`src/rtl/seq_detector_param_if.sv`:
```
// Bus between a serial bit source and the parametrised pattern detector.
// The optional match_count signal exists only when SEQ_DET_COUNT_EN is defined.
interface seq_detector_param_if #(
  parameter int N       = 4,
  parameter int COUNT_W = 8
);
  logic               in_valid;
  logic               in_bit;
  logic               load;
  logic [N-1:0]       load_pattern;
  logic               overlap_en;
  logic               match;
`ifdef SEQ_DET_COUNT_EN
  logic [COUNT_W-1:0] match_count;

  modport master (
    output in_valid, in_bit, load, load_pattern, overlap_en,
    input  match, match_count
  );

  modport slave (
    input  in_valid, in_bit, load, load_pattern, overlap_en,
    output match, match_count
  );
`else
  modport master (
    output in_valid, in_bit, load, load_pattern, overlap_en,
    input  match
  );

  modport slave (
    input  in_valid, in_bit, load, load_pattern, overlap_en,
    output match
  );
`endif
endinterface

```
`src/rtl/seq_detector_param.sv`:
```
// Parametrised serial pattern detector with runtime-loadable N-bit pattern,
// overlapping / non-overlapping detection and a registered one-cycle match pulse.
// Optional saturating match counter enabled by the SEQ_DET_COUNT_EN macro.
module seq_detector_param #(
  parameter int           N               = 4,
  parameter logic [N-1:0] DEFAULT_PATTERN = 4'b1011,
  parameter int           COUNT_W         = 8
) (
  input  logic                 clk,
  input  logic                 rst_n,
  seq_detector_param_if.slave  bus
);

  localparam int FILL_W = $clog2(N + 1);
  localparam logic [FILL_W-1:0] FILL_FULL = FILL_W'(N);
  localparam logic [FILL_W-1:0] FILL_HIT  = FILL_W'(N - 1);

  // Elaboration-time range checks on the configuration
  if ((N < 2) || (N > 32)) begin : g_bad_n
    $error("seq_detector_param: N must be in 2..32");
  end
  if ((COUNT_W < 1) || (COUNT_W > 32)) begin : g_bad_count_w
    $error("seq_detector_param: COUNT_W must be in 1..32");
  end

  logic [N-1:0]      pattern_q;
  logic [N-1:0]      hist_q;
  logic [FILL_W-1:0] fill_q;
  logic              match_q;

  logic [N-1:0]      hist_d;
  logic [FILL_W-1:0] fill_inc_d;
  logic              hit_d;

  // Candidate history, saturating fill increment and hit decision for an accepted bit
  always_comb begin
    hist_d     = {hist_q[N-2:0], bus.in_bit};
    hit_d      = 1'b0;
    fill_inc_d = fill_q;
    if (fill_q == FILL_FULL) begin
      fill_inc_d = fill_q;
    end else begin
      fill_inc_d = fill_q + FILL_W'(1);
    end
    if ((fill_q >= FILL_HIT) && (hist_d == pattern_q)) begin
      hit_d = 1'b1;
    end else begin
      hit_d = 1'b0;
    end
  end

  // Detector state: reset beats load, load beats data; stale history is masked by fill
  always_ff @(posedge clk) begin
    if (!rst_n) begin
      pattern_q <= DEFAULT_PATTERN;
      hist_q    <= {N{1'b0}};
      fill_q    <= {FILL_W{1'b0}};
      match_q   <= 1'b0;
    end else if (bus.load) begin
      pattern_q <= bus.load_pattern;
      hist_q    <= {N{1'b0}};
      fill_q    <= {FILL_W{1'b0}};
      match_q   <= 1'b0;
    end else if (bus.in_valid) begin
      hist_q  <= hist_d;
      match_q <= hit_d;
      if (hit_d && !bus.overlap_en) begin
        fill_q <= {FILL_W{1'b0}};
      end else begin
        fill_q <= fill_inc_d;
      end
    end else begin
      match_q <= 1'b0;
    end
  end

  assign bus.match = match_q;

`ifdef SEQ_DET_COUNT_EN
  logic [COUNT_W-1:0] count_q;

  // Saturating match counter, cleared by reset and by pattern load
  always_ff @(posedge clk) begin
    if (!rst_n) begin
      count_q <= {COUNT_W{1'b0}};
    end else if (bus.load) begin
      count_q <= {COUNT_W{1'b0}};
    end else if (bus.in_valid && hit_d && (count_q != {COUNT_W{1'b1}})) begin
      count_q <= count_q + COUNT_W'(1);
    end else begin
      count_q <= count_q;
    end
  end

  assign bus.match_count = count_q;
`endif

endmodule
```
`src/flat_wrapper.sv`:
```
// flat-port wrapper written by rule: the top's interface ports become plain ports
module seq_detector_param_flat 
#(
  parameter int           N               = 4,
  parameter logic [N-1:0] DEFAULT_PATTERN = 4'b1011,
  parameter int           COUNT_W         = 8
)
  (clk, rst_n, bus_in_valid, bus_in_bit, bus_load, bus_load_pattern, bus_overlap_en, bus_match);
  seq_detector_param_if #(.N(N), .COUNT_W(COUNT_W)) bus_i ();
  input  logic clk;
  input  logic rst_n;
  input wire logic [$bits(bus_i.in_valid)-1:0] bus_in_valid;
  input wire logic [$bits(bus_i.in_bit)-1:0] bus_in_bit;
  input wire logic [$bits(bus_i.load)-1:0] bus_load;
  input wire logic [$bits(bus_i.load_pattern)-1:0] bus_load_pattern;
  input wire logic [$bits(bus_i.overlap_en)-1:0] bus_overlap_en;
  output wire logic [$bits(bus_i.match)-1:0] bus_match;
  assign bus_i.in_valid = bus_in_valid;
  assign bus_i.in_bit = bus_in_bit;
  assign bus_i.load = bus_load;
  assign bus_i.load_pattern = bus_load_pattern;
  assign bus_i.overlap_en = bus_overlap_en;
  assign bus_match = bus_i.match;
  seq_detector_param #(.N(N), .DEFAULT_PATTERN(DEFAULT_PATTERN), .COUNT_W(COUNT_W)) u_core (.clk(clk), .rst_n(rst_n), .bus(bus_i));
endmodule
```
`config.mk`:
```
export PLATFORM = sky130hd
export DESIGN_NAME = seq_detector_param_flat
export DESIGN_NICKNAME = d
export VERILOG_FILES = /design/src/rtl/seq_detector_param_if.sv /design/src/rtl/seq_detector_param.sv /design/src/flat_wrapper.sv
export SDC_FILE = /design/constraint.sdc
export NUM_CORES = 1
export LEC_CHECK = 0
export CORE_MARGIN = 4
export CORE_UTILIZATION = 30
export DETAILED_ROUTE_END_ITERATION = 7
export SYNTH_ARGS = -nofsm -noshare
export SYNTH_HDL_FRONTEND = slang
export SYNTH_SLANG_ARGS = --single-unit
```
`constraint.sdc`:
```
create_clock -name clk -period 2.2 [get_ports clk]
set_input_delay 0.55 -clock clk [delete_from_list [all_inputs] [get_ports clk]]
set_output_delay 0.55 -clock clk [all_outputs]
set_load 0.005 [all_outputs]
```
==> impl_metrics.env, run 1 <==
export IMPL_ir_drop_uv=298
export IMPL_core_area_um2=1710
export IMPL_antenna_cells=0
export IMPL_grt_max_degree=8
export IMPL_skew_ns=0.00650
export IMPL_synthesis_nets=67
export IMPL_die_w_um=50.3
export IMPL_p_leak_nw=0.292
export IMPL_synth_distinct_cells=19
export IMPL_totalWireLength_um=911
export IMPL_synth_warnings=0
export IMPL_drc=0
export IMPL_worstSetupPathType="flop to flop"
export IMPL_root_buffer="clkbuf_4"
export IMPL_grt_overflow_total=0
export IMPL_avgRoutedWirePerCell_um=9.90
export IMPL_portBuffers=10
export IMPL_top_usage_layer="met2"
export IMPL_use_met1_pct=8.55
export IMPL_grt_pass1_vias=415
export IMPL_routabilityCongestion=0.765
export IMPL_postCtsSetupRepairBufs=0
export IMPL_h_tree_depth=1
export IMPL_grt_pass1_wl_mm=1.58
export IMPL_die_h_um=50.3
export IMPL_syn_cell_area_um2=537
export IMPL_dr_pass1_iters=1
export IMPL_clkTransAtPathRegs_ns=0.08
export IMPL_worst_pin_slew_ns=0.315
export IMPL_cp_arrival_ns=1.95
export IMPL_ys_async_sr_fraction_pct=0
export IMPL_vias=399
export IMPL_grt_total_usage_pct=8.31
export IMPL_cts_buffers=3
export IMPL_cts_tree="built"
export IMPL_start_kind="flop"
export IMPL_endpoint_kind="flop"
export IMPL_vias_per_cell=4.34
export IMPL_hold_path_class="flop to flop"
export IMPL_period_share_pct=78.9
export IMPL_ys_flop_type="dfxtp_1"
export IMPL_setup_viol=0
export IMPL_postRouteAntennaNets=0
export IMPL_outcome="completed"
export IMPL_finalCoreUtilization_pct=40.7
export IMPL_use_met3_pct=5.64
export IMPL_rsz0062_at_grt="false"
export IMPL_cts_sinks=11
export IMPL_drive_gt1_share_pct=19.4
export IMPL_critPathRequiredTime_ns=2.42
export IMPL_ys_seq_area_share_pct=41.0
export IMPL_synth_edf_count=0
export IMPL_power_w=0.000398
export IMPL_ios=11
export IMPL_ctsResizeCount=0
export IMPL_hold_buffers=0
export IMPL_dp_hpwl_um=759
export IMPL_sequential_cell_area_um2=220
export IMPL_clockBufferDepth=2
export IMPL_nNetsFinal=81
export IMPL_max_freq_mhz=576
export IMPL_rows=15
export IMPL_min_period_ns=1.74
export IMPL_die_area_um2=2530
export IMPL_syn_to_final_growth_pct=29.4
export IMPL_grt_antenna_before_repair=0
export IMPL_grt_util_met2_pct=14.1
export IMPL_drtIter0Drc=0
export IMPL_hold_viol=0
export IMPL_syn_avg_cell_area_um2=9.94
export IMPL_n_fill_cell=184
export IMPL_drv_slew=0
export IMPL_slew_headroom_pct=78.9
export IMPL_synthCells=54
export IMPL_cap_violations=0
export IMPL_multiInputGateArea_um2=293
export IMPL_powerDensity_nw_per_um2=574
export IMPL_worstPathMaxFanout=4
export IMPL_start_util_pct=31.4
export IMPL_clock_latency_ns=0.27
export IMPL_setup_tns_final_ns=0
export IMPL_ys_ff_latch=11
layout by cell type, fill, tap and decap left out, drive strengths merged:
| cell | count |
|---|---|
| a211oi | 1 |
| a21oi | 1 |
| a22o | 2 |
| a31o | 1 |
| and3 | 2 |
| buf | 1 |
| clkbuf | 3 |
| clkdlybuf4s50 | 10 |
| clkinv | 1 |
| dfxtp | 11 |
| ha | 3 |
| inv | 4 |
| mux2 | 1 |
| mux2i | 7 |
| nand2 | 4 |
| nand2b | 1 |
| nor2 | 6 |
| nor2b | 1 |
| nor3 | 2 |
| o21ai | 1 |
| xor2 | 4 |
metal layers:
layer	vias to the layer above	part of all wire [%]
met5	-	0
met4	0	0
met3	0	8.2
met2	12	49
met1	179	43
li1	208	-
through the flow:
step	setup WS [ns]	instance area (um2)	hold WS (ns)	cells
finish	0.464	694	0.510	92
global placement	0.211	667	0.482	88
global route	0.391	694	0.550	92
floorplan	0.652	537	0.460	54
detailed placement	0.197	667	0.500	88
CTS	0.462	694	0.520	92
area by class of cell:
cell class | instances | area share [%]
clock buffer | 3 | 3.24
tap | 25 | 4.50
sequential | 11 | 31.7
multi-input combinational | 37 | 42.2
clock inverter | 1 | 0.721
timing repair buffer | 11 | 15.5
inverter | 4 | 2.16
power by group:
| part | leakage, nW | internal [W] | switching (W) |
|---|---|---|---|
| Combinational | 0.185 | 0.0000301 | 0.0000197 |
| Sequential | 0.0898 | 0.000205 | 0.00000537 |
| Clock | 0.0177 | 0.0000673 | 0.0000704 |
| Total | 0.292 | 0.000303 | 0.0000955 |
registers in the layout (all words and copies together) (netlist names):
signal            flops
u_core.bus.match      1
u_core.pattern_q      4
u_core.hist_q         3
u_core.fill_q         3
path summary, 6_finish.rpt:
check	from	to	slack (ns)	cells past startpoint
worst min register to register	u_core.pattern_q[3]	u_core.pattern_q[3]	0.51	2
worst max register to register	u_core.fill_q[0]	u_core.fill_q[1]	0.46	7
worst min-delay path	u_core.pattern_q[3]	u_core.pattern_q[3]	0.51	2
worst max-delay path	u_core.fill_q[0]	u_core.fill_q[1]	0.46	7
logic make-up (layout without fill, tap and decap cells):
group	count (synthesis)	after routing	synth area share (%)
AO/OA/AOI/OAI	6	6	9.32
XOR/XNOR	4	4	6.53
adder cells (fa/ha/maj)	3	3	6.99
buffers and inverters	6	19	4.43
flip-flops	11	11	41.0
multiplexers	8	8	15.9
AND/OR/NAND/NOR	16	16	15.9
cell usage after synthesis, drive strengths merged (2+ instances only):
library cell  number  share of area (%)
dfxtp             11                 41
mux2i              7                 13
nor2               6                4.2
inv                4                2.8
nand2              4                2.8
xor2               4                6.5
ha                 3                7.0
a22o               2                3.7
and3               2                2.8
nor3               2                3.7
worst max-delay path, cell delays in order (launching register included):
cell      delay, ns
dfxtp_1        0.35
ha_1           0.21
ha_1           0.18
a211oi_1       0.31
nor3_2         0.10
a21oi_2        0.19
and3_2         0.21
a22o_2         0.14
(Power assumes the default switching activity.)
==> run 2: changes to the inputs <==
==> constraint.sdc (replaced) <==
create_clock -name clk -period 1.81 [get_ports clk]
set_input_delay 0.4525 -clock clk [delete_from_list [all_inputs] [get_ports clk]]
set_output_delay 0.4525 -clock clk [all_outputs]
set_load 0.005 [all_outputs]
==> impl_metrics.env, run 2 (synthesis gave the netlist of run 1 again) <==
export IMPL_outcome="completed"
export IMPL_ir_drop_uv=369
export IMPL_drv_slew=0
export IMPL_grt_overflow_total=0
export IMPL_min_period_ns=1.68
export IMPL_final_common_cell="dfxtp_1"
export IMPL_skew_ns=0.000670
export IMPL_dr_pass1_iters=3
export IMPL_clockBufferDepth=2
export IMPL_start_kind="flop"
export IMPL_totalWireLength_um=876
export IMPL_largest_reg_flops=4
export IMPL_layout_common_cells="dfxtp_1, clkdlybuf4s50_1, mux2i_1"
export IMPL_root_buffer="clkbuf_4"
export IMPL_grt_total_usage_pct=7.98
export IMPL_reg2reg_setup_slack_ns=0.13
export IMPL_regMostFlops="u_core.pattern_q"
export IMPL_setup_viol=0
export IMPL_postCtsSetupRepairBufs=0
export IMPL_h_tree_depth=1
export IMPL_ctsResizeCount=0
export IMPL_top_usage_layer="met2"
export IMPL_avgRoutedWirePerCell_um=9.22
export IMPL_grt_max_degree=7
export IMPL_worstPathMaxFanout=4
export IMPL_start_util_pct=31.4
export IMPL_place_ws_ns=-0.0902
export IMPL_slew_headroom_pct=79.9
export IMPL_antenna_cells=0
export IMPL_rsz0062_at_grt="false"
export IMPL_top_regs="u_core.pattern_q x4, u_core.fill_q x3, u_core.hist_q x3"
export IMPL_vias=391
export IMPL_max_freq_mhz=597
export IMPL_clock_latency_ns=0.26
export IMPL_grt_antenna_before_repair=0
export IMPL_critPathRequiredTime_ns=2.03
export IMPL_p_leak_nw=0.304
export IMPL_nNetsFinal=84
export IMPL_cts_tree="built"
export IMPL_r2r_cells=7
export IMPL_critPathLaunch="u_core.fill_q[0]"
export IMPL_drtIter0Drc=2
export IMPL_worst_pin_slew_ns=0.299
export IMPL_clkTransAtPathRegs_ns=0.06
export IMPL_grt_util_met2_pct=12.2
export IMPL_dp_hpwl_um=748
export IMPL_cap_violations=0
export IMPL_postRouteAntennaNets=0
export IMPL_endpoint_kind="flop"
export IMPL_grt_pass1_vias=387
export IMPL_core_area_um2=1710
export IMPL_use_met1_pct=8.84
export IMPL_syn_to_final_growth_pct=33.3
export IMPL_cp_arrival_ns=1.89
export IMPL_worstSetupPathType="flop to flop"
export IMPL_routabilityCongestion=0.729
export IMPL_grt_pass1_wl_mm=1.48
export IMPL_timing_critical_path_to="u_core.fill_q[0]"
export IMPL_die_h_um=50.3
export IMPL_hold_viol=0
export IMPL_reg2reg_to="u_core.fill_q[0]"
export IMPL_die_area_um2=2530
export IMPL_portBuffers=10
export IMPL_period_share_pct=92.6
export IMPL_hold_depth=2
export IMPL_r2r_start="u_core.fill_q[0]"
export IMPL_rows=15
export IMPL_use_met3_pct=6.23
export IMPL_hold_buffers=0
export IMPL_vias_per_cell=4.12
export IMPL_finalWorstSetupSlack_ns=0.134
export IMPL_cts_buffers=3
export IMPL_finalCoreUtilization_pct=41.9
export IMPL_powerDensity_nw_per_um2=677
export IMPL_die_w_um=50.3
export IMPL_drive_gt1_share_pct=21.4
export IMPL_ios=11
export IMPL_hold_path_class="flop to flop"
export IMPL_drc=0
export IMPL_cts_sinks=11
==> run 2: cell count changes in the layout (fill, tap and decap cells not counted) <==
cell / change
buf_4: +3
clkbuf_1: +1
clkinv_2: -1
==> run 2: worst min path at each step <==
stage	from	to	slack, ns
final	u_core.pattern_q[3]	u_core.pattern_q[3]	0.50
after global routing	u_core.pattern_q[3]	u_core.pattern_q[3]	0.52
after CTS	u_core.pattern_q[3]	u_core.pattern_q[3]	0.51
after detailed placement	u_core.pattern_q[3]	u_core.pattern_q[3]	0.49
after global placement	u_core.pattern_q[3]	u_core.pattern_q[3]	0.48
after floorplan	u_core.pattern_q[0]	u_core.pattern_q[0]	0.46
==> run 2: cell type report <==
cell class                      count  area, um2
Clock buffer                        4       26.3
Fill cell                         167        992
Inverter                            4       15.0
Multi-Input combinational cell     37        293
Sequential cell                    11        220
Tap cell                           25       31.3
Timing Repair Buffer               14        130
==> run 2: stage by stage <==
stage | total power (W) | hold slack [ns] | std cells | instance area [um2] | TNS (ns)
after global routing | 0.000510 | 0.516 | 95 | 716 | 0
after CTS | 0.000494 | 0.506 | 95 | 716 | 0
after floorplan | 0.000295 | 0.460 | 54 | 537 | 0
final | 0.000484 | 0.496 | 95 | 716 | 0
after detailed placement | 0.000328 | 0.490 | 91 | 689 | -0.151
after global placement | 0.000327 | 0.484 | 91 | 689 | -0.126
==> run 2: metal layers <==
metal | vias up | share of wire [%]
li1 | 214 | -
met1 | 163 | 45
met2 | 14 | 45
met3 | 0 | 10
met4 | 0 | 0
met5 | - | 0
==> run 2: where the power goes <==
part           switching [W]  internal, W
Clock              0.0000778    0.0000853
Combinational      0.0000246    0.0000405
Sequential        0.00000623     0.000250
Total               0.000109     0.000376
==> run 2: worst max-delay path, stage by stage (launching register included) <==
cell      delay [ns]
dfxtp_1         0.35
ha_1            0.21
ha_1            0.18
a211oi_1        0.30
nor3_2          0.10
a21oi_2         0.16
and3_2          0.20
mux2_4          0.13
